`config.mk`:
```
export PLATFORM = sky130hd
export DESIGN_NAME = ra_cfg_loader_flat
export DESIGN_NICKNAME = d
export VERILOG_FILES = /design/src/rtl/ra_cfg_loader_if.sv /design/src/rtl/ra_cfg_loader.sv /design/src/flat_wrapper.sv
export SDC_FILE = /design/constraint.sdc
export NUM_CORES = 1
export LEC_CHECK = 0
export BUFFER_PORTS_ARGS = -buffer_cell sky130_fd_sc_hd__clkbuf_2
export CORE_AREA = 5 5 59 61
export DETAILED_ROUTE_END_ITERATION = 7
export DIE_AREA = 0 0 64 66
export PLACE_DENSITY = 0.74
export SETUP_SLACK_MARGIN = 0.4
export SYNTH_ARGS = -nofsm -noshare
export SYNTH_HDL_FRONTEND = slang
export SYNTH_SLANG_ARGS = --single-unit
```
`constraint.sdc`:
```
create_clock -name clk -period 1.9 [get_ports clk]
set_input_delay 0.095 -clock clk [delete_from_list [all_inputs] [get_ports clk]]
set_output_delay 0.095 -clock clk [all_outputs]
set_load 0.05 [all_outputs]
```
`src/rtl/ra_cfg_loader_if.sv`:
```
// ra_cfg_loader_if: load-command, beat-stream and config-write bundle for ra_cfg_loader.
`ifndef LCBDDR_CONFIGWIDTH
`define LCBDDR_CONFIGWIDTH 16
`endif
interface ra_cfg_loader_if #(
  parameter int CFGW = `LCBDDR_CONFIGWIDTH,
  parameter int DW   = 4,
  parameter int NCFG = 4,
  parameter int SELW = 2
);
  logic            ld_start;
  logic [SELW-1:0] ld_sel;
  logic            in_vld;
  logic [0:DW-1]   in_dat;
  logic            in_rdy;
  logic            cfg_wr_o;
  logic [0:NCFG-1] cfg_sel;
  logic [0:CFGW-1] cfg_dat;
  logic            busy;
  logic            err;
  modport master (output ld_start, ld_sel, in_vld, in_dat,
                  input  in_rdy, cfg_wr_o, cfg_sel, cfg_dat, busy, err);
  modport slave  (input  ld_start, ld_sel, in_vld, in_dat,
                  output in_rdy, cfg_wr_o, cfg_sel, cfg_dat, busy, err);
endinterface

```
`src/rtl/ra_cfg_loader.sv`:
```
// ra_cfg_loader: assembles a config word from DW-bit beats (MSB end first) and
// commits it with a one-cycle strobe to a one-hot selected config register.
`ifndef LCBDDR_CONFIGWIDTH
`define LCBDDR_CONFIGWIDTH 16
`endif
module ra_cfg_loader #(
  parameter int CFGW = `LCBDDR_CONFIGWIDTH,
  parameter int DW   = 4,
  parameter int NCFG = 4,
  parameter int SELW = 2
) (
  input logic          clk,
  input logic          rst_n,
  ra_cfg_loader_if.slave bus
);
  localparam int NBEATS = (CFGW + DW - 1) / DW;
  localparam int CW     = $clog2(NBEATS + 1);
  typedef enum logic [1:0] {IDLE, LOAD, COMMIT} state_t;
  state_t          state_q;
  logic [SELW-1:0] sel_q;
  logic [CW-1:0]   cnt_q;
  logic [0:CFGW-1] dat_q, dat_d;
  logic [0:NCFG-1] csel_q, onehot_d;
  logic            rdy_q, wr_q, err_q, sel_ok, last;
  assign sel_ok = int'(bus.ld_sel) < NCFG;
  assign last   = cnt_q == CW'(NBEATS - 1);
  // Bits past CFGW on the final beat simply have no destination and drop out.
  always_comb begin
    dat_d = dat_q;
    for (int j = 0; j < CFGW; j++)
      if (j / DW == int'(cnt_q)) dat_d[j] = bus.in_dat[j % DW];
  end
  always_comb begin
    onehot_d = '0;
    for (int i = 0; i < NCFG; i++) onehot_d[i] = int'(sel_q) == i;
  end
  always_ff @(posedge clk or negedge rst_n) begin
    if (!rst_n) begin
      state_q <= IDLE;
      sel_q   <= '0;
      cnt_q   <= '0;
      dat_q   <= '0;
      csel_q  <= '0;
      rdy_q   <= 1'b0;
      wr_q    <= 1'b0;
      err_q   <= 1'b0;
    end else begin
      wr_q   <= 1'b0;
      csel_q <= '0;
      err_q  <= 1'b0;
      case (state_q)
        IDLE: if (bus.ld_start) begin
          err_q <= !sel_ok;
          if (sel_ok) begin
            state_q <= LOAD;
            sel_q   <= bus.ld_sel;
            cnt_q   <= '0;
            dat_q   <= '0;
            rdy_q   <= 1'b1;
          end
        end
        // A new ld_start wins over a concurrent beat: the beat is taken but dropped.
        LOAD: if (bus.ld_start) begin
          err_q   <= 1'b1;
          rdy_q   <= sel_ok;
          state_q <= sel_ok ? LOAD : IDLE;
          sel_q   <= sel_ok ? bus.ld_sel : sel_q;
          dat_q   <= sel_ok ? '0 : dat_q;
          cnt_q   <= '0;
        end else if (bus.in_vld) begin
          dat_q <= dat_d;
          if (last) begin
            state_q <= COMMIT;
            rdy_q   <= 1'b0;
            wr_q    <= 1'b1;
            csel_q  <= onehot_d;
          end else begin
            cnt_q <= cnt_q + 1'b1;
          end
        end
        default: begin
          state_q <= IDLE;
          err_q   <= bus.ld_start;
        end
      endcase
    end
  end
  assign bus.in_rdy   = rdy_q;
  assign bus.cfg_wr_o = wr_q;
  assign bus.cfg_sel  = csel_q;
  assign bus.cfg_dat  = dat_q;
  assign bus.busy     = state_q != IDLE;
  assign bus.err      = err_q;
endmodule

```
`src/flat_wrapper.sv`:
```
// flat-port wrapper written by rule: the top's interface ports become plain ports
module ra_cfg_loader_flat 
#(
  parameter int CFGW = `LCBDDR_CONFIGWIDTH,
  parameter int DW   = 4,
  parameter int NCFG = 4,
  parameter int SELW = 2
)
  (clk, rst_n, bus_ld_start, bus_ld_sel, bus_in_vld, bus_in_dat, bus_in_rdy, bus_cfg_wr_o, bus_cfg_sel, bus_cfg_dat, bus_busy, bus_err);
  ra_cfg_loader_if #(.CFGW(CFGW), .DW(DW), .NCFG(NCFG), .SELW(SELW)) bus_i ();
  input logic clk;
  input logic rst_n;
  input wire logic [$bits(bus_i.ld_start)-1:0] bus_ld_start;
  input wire logic [$bits(bus_i.ld_sel)-1:0] bus_ld_sel;
  input wire logic [$bits(bus_i.in_vld)-1:0] bus_in_vld;
  input wire logic [$bits(bus_i.in_dat)-1:0] bus_in_dat;
  output wire logic [$bits(bus_i.in_rdy)-1:0] bus_in_rdy;
  output wire logic [$bits(bus_i.cfg_wr_o)-1:0] bus_cfg_wr_o;
  output wire logic [$bits(bus_i.cfg_sel)-1:0] bus_cfg_sel;
  output wire logic [$bits(bus_i.cfg_dat)-1:0] bus_cfg_dat;
  output wire logic [$bits(bus_i.busy)-1:0] bus_busy;
  output wire logic [$bits(bus_i.err)-1:0] bus_err;
  assign bus_i.ld_start = bus_ld_start;
  assign bus_i.ld_sel = bus_ld_sel;
  assign bus_i.in_vld = bus_in_vld;
  assign bus_i.in_dat = bus_in_dat;
  assign bus_in_rdy = bus_i.in_rdy;
  assign bus_cfg_wr_o = bus_i.cfg_wr_o;
  assign bus_cfg_sel = bus_i.cfg_sel;
  assign bus_cfg_dat = bus_i.cfg_dat;
  assign bus_busy = bus_i.busy;
  assign bus_err = bus_i.err;
  ra_cfg_loader #(.CFGW(CFGW), .DW(DW), .NCFG(NCFG), .SELW(SELW)) u_core (.clk(clk), .rst_n(rst_n), .bus(bus_i));
endmodule
```
==> results of run 1 <==
## cell usage after synthesis (all sizes together), types with 2 or more instances
cell | number | share of area [%]
a21oi | 2 | 0.71
a221o | 12 | 8.5
a32oi | 4 | 2.5
and3 | 5 | 2.2
and4b | 4 | 2.8
buf | 6 | 3.1
clkbuf | 3 | 0.80
dfrtp | 30 | 53
ha | 5 | 4.4
inv | 6 | 1.6
mux2 | 2 | 1.6
nand2 | 8 | 2.1
nor2 | 4 | 1.1
nor3b | 14 | 7.4
o21ai | 9 | 3.2
## registers in the layout, indices dropped and copies added (netlist names)
register	cells
u_core.bus.cfg_dat	16
u_core.bus.cfg_sel	4
u_core.bus.cfg_wr_o	1
u_core.bus.err	1
u_core.bus.in_rdy	1
u_core.cnt_q	3
u_core.sel_q	2
u_core.state_q	2
## layout by cell type (no fill, tap or decap), types with 3 or more instances in the layout
cell	synthesis	layout
clkbuf_2	0	33
dfrtp_1	30	28
nor3b_1	14	14
a221o_1	12	12
nand2_1	8	8
o21ai_0	9	7
buf_4	3	7
and3_1	5	5
clkbuf_4	0	5
inv_1	5	4
nor2_1	4	4
and4b_2	0	4
a32oi_1	4	3
ha_1	5	3
dlygate4sd3_1	0	3
## area by class of cell
type	count	area share, %
flip-flops and latches	30	42.2
inverters	6	1.26
multi-input cells	78	34.2
clock inverters	2	3.36
well taps	33	2.31
clock buffers	6	2.87
repair buffers	43	13.9
## repair_timing
item / CTS / global route
resized for setup: 5 / 8
endpoints found under the hold margin: 32 / 0
buffers inserted: 3 / 3
pin swaps: 1 / 7
hold buffers: 3 / 0
endpoints found under the setup margin: 15 / 21
## where the power goes
group          switching, mW  internal, mW
logic                  0.144        0.0742
registers             0.0225         0.664
clock network          0.217         0.446
total                  0.383          1.18
## logic make-up after synthesis
kind of cell / synth area share [%]
multiplexers: 2.30
flip-flops: 53.2
AO/OA/AOI/OAI: 15.4
adder cells (fa/ha/maj): 4.43
buffers and inverters: 5.50
AND/OR/NAND/NOR: 19.1
## worst paths after layout
| check | from | endpoint |
|---|---|---|
| setup reg to reg | u_core.cnt_q[1]$_DFFE_PN0P_ | u_core.bus.cfg_dat[12]$_DFFE_PN0P_ |
| setup / recovery | u_core.cnt_q[1]$_DFFE_PN0P_ | u_core.bus.cfg_dat[12]$_DFFE_PN0P_ |
| max in group asynchronous | rst_n | u_core.state_q[1]$_DFFE_PN0P_ |
| hold / removal | bus_in_dat[1] | u_core.bus.cfg_dat[14]$_DFFE_PN0P_ |
| min in group asynchronous | rst_n | u_core.bus.cfg_dat[2]$_DFFE_PN0P_ |
| hold reg to reg | u_core.sel_q[0]$_DFFE_PN0P_ | u_core.bus.cfg_sel[2]$_DFF_PN0_ |
## critical path: stages (launching register included)
cell,delay [ns]
dfrtp_1,0.42
ha_2,0.21
ha_4,0.17
and4b_2,0.25
a32oi_1,0.21
o21ai_0,0.10
## layer usage
layer | vias up | track usage [%] | routed length, um
li1 | 544 | - | -
met1 | 549 | 18.7 | 1330
met2 | 35 | 26.1 | 1500
met3 | 5 | 4.93 | 168
met4 | 0 | 5.45 | 44
met5 | - | 0 | 0
==> run_results.csv, run 1 <==
group,metric,value,unit
clocking,cts.sinks,30,
placement,gp_congestion,0.779,
power_and_ir_drop,worst_ir_drop_vdd,0.000735,V
clocking,clockBufferDepth,2,
cells_and_area,fillers,248,
sta,fin_crit,1.48,ns
yosys,synth_async_sr_flop_share,100,%
worst_setup_path,cp_data_required_time,2.10,ns
worst_hold_path,whs_path_depth,3,
cells_and_area,utilization,61.0,%
sta,worst_slew_pin_slew,0.727,ns
status,status,"complete, no violations",
routing,drt_iter0_markers,41,
floorplan,pin_count,34,
cells_and_area,nets,179,
cells_and_area,regArea,753,sq um
yosys,synth-edff-count,0,
sta,setup_viol,0,
clocking,cts_tree,"yes",
placement,placed_area,1570,sq um
worst_setup_path,path_max_fanout,6,
yosys,syn_nets,138,
routing,dr.pass1.iters,4,
floorplan,die-width,64,um
cells_and_area,area_growth,26.6,%
yosys,syn-cell-area,1410,sq um
worst_setup_path,start_kind,"flip-flop",
clocking,clkSlewWorstSetupHoldPaths,0.10,ns
sta,finClkSkew,0.0110,ns
cells_and_area,drive_above_1_share,38.2,%
clocking,cts_made_buffers,5,
floorplan,coreArea,2930,sq um
sta,max_freq,675,MHz
yosys,yosysSeqAreaShare,53.2,%
routing,wl,3040,um
sta,finalCritPeriodShare,78.0,%
placement,portBuffers,33,
placement,dp_cells,181,
yosys,synth.avg_cell_area,11.5,sq um
yosys,ys_ff_latch,30,
power_and_ir_drop,total_power,1.57,mW
grt,grt_max_degree,31,
grt,antenna_found_initial,0,
worst_setup_path,crit_type,"flip-flop to flip-flop",
yosys,ys_types,27,
clocking,htree_levels,2,
routing,via_per_inst,5.72,
grt,grt_pass1_vias,1114,
sta,setup_tns,0,ns
routing,wl_per_cell,15.3,um
power_and_ir_drop,cellPowerDensity,877,nW/um^2
routing,ant_nets,0,
placement,place_ws,0.326,ns
power_and_ir_drop,leakagePower,0.877,nW
floorplan,core.rowCount,20,
grt,grt_pass1_wl,5080,um
yosys,synth_ff_type,"dfrtp_1",
grt,grt_usage,15.6,%
sta,hold-worst-slack,0.121,ns
yosys,ys_warn_count,0,
cells_and_area,multi_input_area,611,sq um
worst_setup_path,worst_ep_arrival_time,1.68,ns
clocking,insertion_delay,0.32,ns
sta,hold_violations,0,
worst_setup_path,end_kind,"flip-flop",
sta,timing.slew.headroom,51.5,%
yosys,synth_cells,123,
cells_and_area,fin_area,1790,sq um
routing,drcViolationCount,0,
cells_and_area,final_cells,198,
grt,grt.overflow.total,0,
sta,slew_viol_final,0,
cells_and_area,antenna_cells,0,
sta,rsz0062_at_grt,"yes",
routing,vias,1133,
worst_hold_path,min_path_type,"primary input to flip-flop",
worst_setup_path,r2r_slack,0.42,ns
worst_setup_path,r2r.worst_path.cells,5,
placement,place_hpwl,2160,um
sta,fin_ws,0.417,ns
clocking,root_buffer,"clkbuf_4",
floorplan,die_area,4220,sq um
floorplan,die_y,66,um
floorplan,start_util,48.2,%
job,cap_violations,0,
(Power assumes the default switching activity.)
==> inputs of run 2 (changes only) <==
--- a/config.mk
+++ b/config.mk
@@ -5,11 +5,12 @@
 export SDC_FILE = /design/constraint.sdc
 export NUM_CORES = 1
 export LEC_CHECK = 0
+export ABC_AREA = 1
 export BUFFER_PORTS_ARGS = -buffer_cell sky130_fd_sc_hd__clkbuf_2
-export CORE_AREA = 5 5 59 61
+export CORE_AREA = 5 5 60 62
 export DETAILED_ROUTE_END_ITERATION = 7
-export DIE_AREA = 0 0 64 66
-export PLACE_DENSITY = 0.74
+export DIE_AREA = 0 0 65 67
+export PLACE_DENSITY = 0.72
 export SETUP_SLACK_MARGIN = 0.4
 export SYNTH_ARGS = -nofsm -noshare
 export SYNTH_HDL_FRONTEND = slang
==> constraint.sdc (replaced) <==
create_clock -name clk -period 1.3 [get_ports clk]
set_input_delay 0.065 -clock clk [delete_from_list [all_inputs] [get_ports clk]]
set_output_delay 0.065 -clock clk [all_outputs]
set_load 0.05 [all_outputs]
==> run_results.csv, run 2 <==
group,metric,value,unit
status,status,"finished with violations",
status,failed_checks,"negative setup slack",
worst_setup_path,end_kind,"flip-flop",
clocking,cts.sinks,30,
floorplan,die_y,67,um
placement,gp_congestion,0.789,
worst_setup_path,crit_path_end,"u_core.bus.cfg_dat[13]$_DFFE_PN0P_",
yosys,synth.avg_cell_area,8.59,sq um
placement,place_hpwl,2100,um
sta,slew_viol_final,0,
clocking,cts_tree,"yes",
cells_and_area,fin_area,2250,sq um
cells_and_area,nets,237,
yosys,ys_warn_count,0,
floorplan,die_area,4360,sq um
worst_setup_path,r2r.worst_path.cells,8,
yosys,syn_nets,170,
worst_setup_path,cp_common_cell,"nand2_4",
floorplan,pin_count,34,
yosys,synth-edff-count,0,
cells_and_area,most-common-layout-cells,"nand2_1 (48), dfrtp_1 (29), buf_8 (24), buf_4 (23), nand3_1 (19)",
worst_setup_path,slowest_stage,"dfrtp_1",
floorplan,start_util,44.7,%
worst_setup_path,cp-startpoint,"u_core.cnt_q[0]$_DFFE_PN0P_",
cells_and_area,fillers,172,
worst_setup_path,start_kind,"flip-flop",
placement,place_ws,0.0232,ns
power_and_ir_drop,worst_ir_drop_vdd,0.000678,V
worst_setup_path,r2r_slack,-0.05,ns
power_and_ir_drop,leakagePower,1.20,nW
routing,wl_per_cell,17.1,um
cells_and_area,antenna_cells,0,
yosys,synth_async_sr_flop_share,100,%
routing,drcViolationCount,0,
grt,antenna_found_initial,0,
yosys,synth.most_common_cell,"nand2_1",
yosys,syn-cell-area,1330,sq um
clocking,cts_made_buffers,5,
clocking,root_buffer,"clkbuf_4",
routing,ant_nets,0,
yosys,yosysSeqAreaShare,56.4,%
cells_and_area,utilization,75.4,%
power_and_ir_drop,total_power,4.09,mW
placement,dp_cells,221,
worst_setup_path,worst_ep_arrival_time,1.60,ns
yosys,synth_area_leaders,"dfrtp_1 (56%), nand2_1 (17%), nand3_1 (9.4%)",
worst_setup_path,cp_data_required_time,1.55,ns
sta,max_freq,741,MHz
worst_setup_path,worstPathCellList,"ha_2 -> ha_4 -> nand2_4 -> inv_4 -> nand2_4 -> nand2_4 -> nand2_1 -> nand2_1",
grt,grt.overflow.total,0,
cells_and_area,largest_register_ffs,16,
clocking,htree_levels,2,
sta,finalCritPeriodShare,104,%
placement,portBuffers,33,
placement,placed_area,1590,sq um
power_and_ir_drop,cellPowerDensity,1820,nW/um^2
cells_and_area,final_cells,256,
worst_setup_path,r2r-start,"u_core.cnt_q[0]$_DFFE_PN0P_",
job,cap_violations,0,
worst_setup_path,crit_cells,8,
routing,dr.pass1.iters,6,
worst_setup_path,crit_buf_inv,1,
sta,worst_slew_pin_slew,0.362,ns
worst_setup_path,r2r_end,"u_core.bus.cfg_dat[13]$_DFFE_PN0P_",
yosys,synth_ff_type,"dfrtp_1",
routing,wl,4390,um
grt,grt_pass1_wl,6250,um
cells_and_area,drive_above_1_share,49.8,%
grt,grt_pass1_vias,1371,
worst_setup_path,slowest_delay,0.43,ns
sta,fin_ws,-0.0502,ns
worst_setup_path,crit_type,"flip-flop to flip-flop",
yosys,synth_top_area_cell,"dfrtp_1",
cells_and_area,mostFrequentLayoutCell,"nand2_1",
grt,grt_max_degree,31,
clocking,clkSlewWorstSetupHoldPaths,0.10,ns
yosys,netlist_top_cells_count,"nand2_1 (59), dfrtp_1 (30), nand3_1 (25), inv_1 (11), nor2_1 (11)",
floorplan,die-width,65,um
sta,rsz0062_at_grt,"yes",
floorplan,core.rowCount,20,
worst_setup_path,path_max_fanout,6,
yosys,synth_cells,155,
routing,drt_iter0_markers,111,
floorplan,coreArea,2980,sq um
routing,vias,1414,
clocking,clockBufferDepth,2,
sta,hold_violations,0,
grt,grt_usage,19.0,%
sta,setup_viol,3,
worst_hold_path,min_path_type,"primary input to flip-flop",
yosys,yosysTopAreaCellShare,56.4,%
yosys,ys_types,15,
clocking,insertion_delay,0.35,ns
sta,finClkSkew,0.0166,ns
cells_and_area,area_growth,68.7,%
worst_setup_path,cp_top_family,"flip-flops",
sta,timing.slew.headroom,75.8,%
routing,via_per_inst,5.52,
yosys,ys_ff_latch,30,
sta,fin_crit,1.35,ns
[run 2: cell types whose count changed after synthesis, moves of 3 or more]
cell / delta
o21ai_0: -8
nand3_1: +24
nand2_1: +51
nor2_1: +7
inv_1: +6
nor3_1: +3
and3_1: -5
clkbuf_1: -3
a221o_1: -12
and4b_1: -4
nor3b_1: -14
a32oi_1: -4
[run 2: metal layers]
| metal | global-route usage, % | up-vias | wire, um |
|---|---|---|---|
| met5 | 0 | - | 0 |
| met4 | 11.3 | 0 | 243 |
| met3 | 5.56 | 38 | 339 |
| met2 | 31.3 | 86 | 2190 |
| met1 | 21.7 | 667 | 1610 |
| li1 | - | 623 | - |
[run 2: worst min path at each step]
stage	end	cells after the start	from
2_1_floorplan	u_core.bus.cfg_dat[0]$_DFFE_PN0P_	0	rst_n
3_3_place_gp	u_core.bus.in_rdy$_DFFE_PN0P_	2	rst_n
3_5_place_dp	u_core.bus.cfg_dat[15]$_DFFE_PN0P_	2	rst_n
4_1_cts	u_core.state_q[0]$_DFFE_PN0P_	4	bus_in_vld
5_1_grt	u_core.bus.cfg_dat[15]$_DFFE_PN0P_	5	bus_in_dat[0]
6_report	u_core.bus.cfg_dat[9]$_DFFE_PN0P_	5	bus_in_dat[2]
[run 2: what timing repair did]
action,CTS,global route
gates cloned,2,1
hold buffers,3,0
endpoints found under the hold margin,32,0
gates resized for setup,77,36
buffers inserted,14,7
pin swaps,8,3
setup endpoints to repair,53,53
[run 2: report_power, final]
part           total [mW]  switching (mW)  internal [mW]
Sequential           1.34           0.205           1.13
Clock               0.604           0.342          0.262
Combinational        2.15            1.26          0.893
[run 2: area by class of cell]
type,count,area [sq um],share of cell area (%)
Sequential cell,30,752,33.5
Inverter,13,51.3,2.28
Timing Repair Buffer,61,644,28.7
Clock inverter,1,5.00,0.223
Tap cell,33,41.3,1.84
Clock buffer,7,55.1,2.45
Multi-Input combinational cell,111,697,31.0
[run 2: tightest hold or removal path, stage by stage]
cell	delay, ns
clkbuf_2	0.10
nand2_1	0.08
nor2_2	0.06
nand3_1	0.08
nand2_1	0.06
[run 2: cells by family (layout without fill, tap and decap cells)]
logic type / Yosys count / in the layout / synth area share [%]
fa+ha+maj: 5 / 5 / 4.70
buf+inv: 16 / 82 / 5.45
compound gates: 3 / 3 / 1.13
simple gates: 101 / 103 / 32.3
flops: 30 / 30 / 56.4
[run 2: metrics by stage]
stage               hold WS (ns)  setup TNS, ns
floorplan                 -0.231              0
global placement          0.0861              0
detailed placement        0.0935              0
CTS                       0.0722              0
global route               0.119         -0.759
finish                     0.117         -0.103
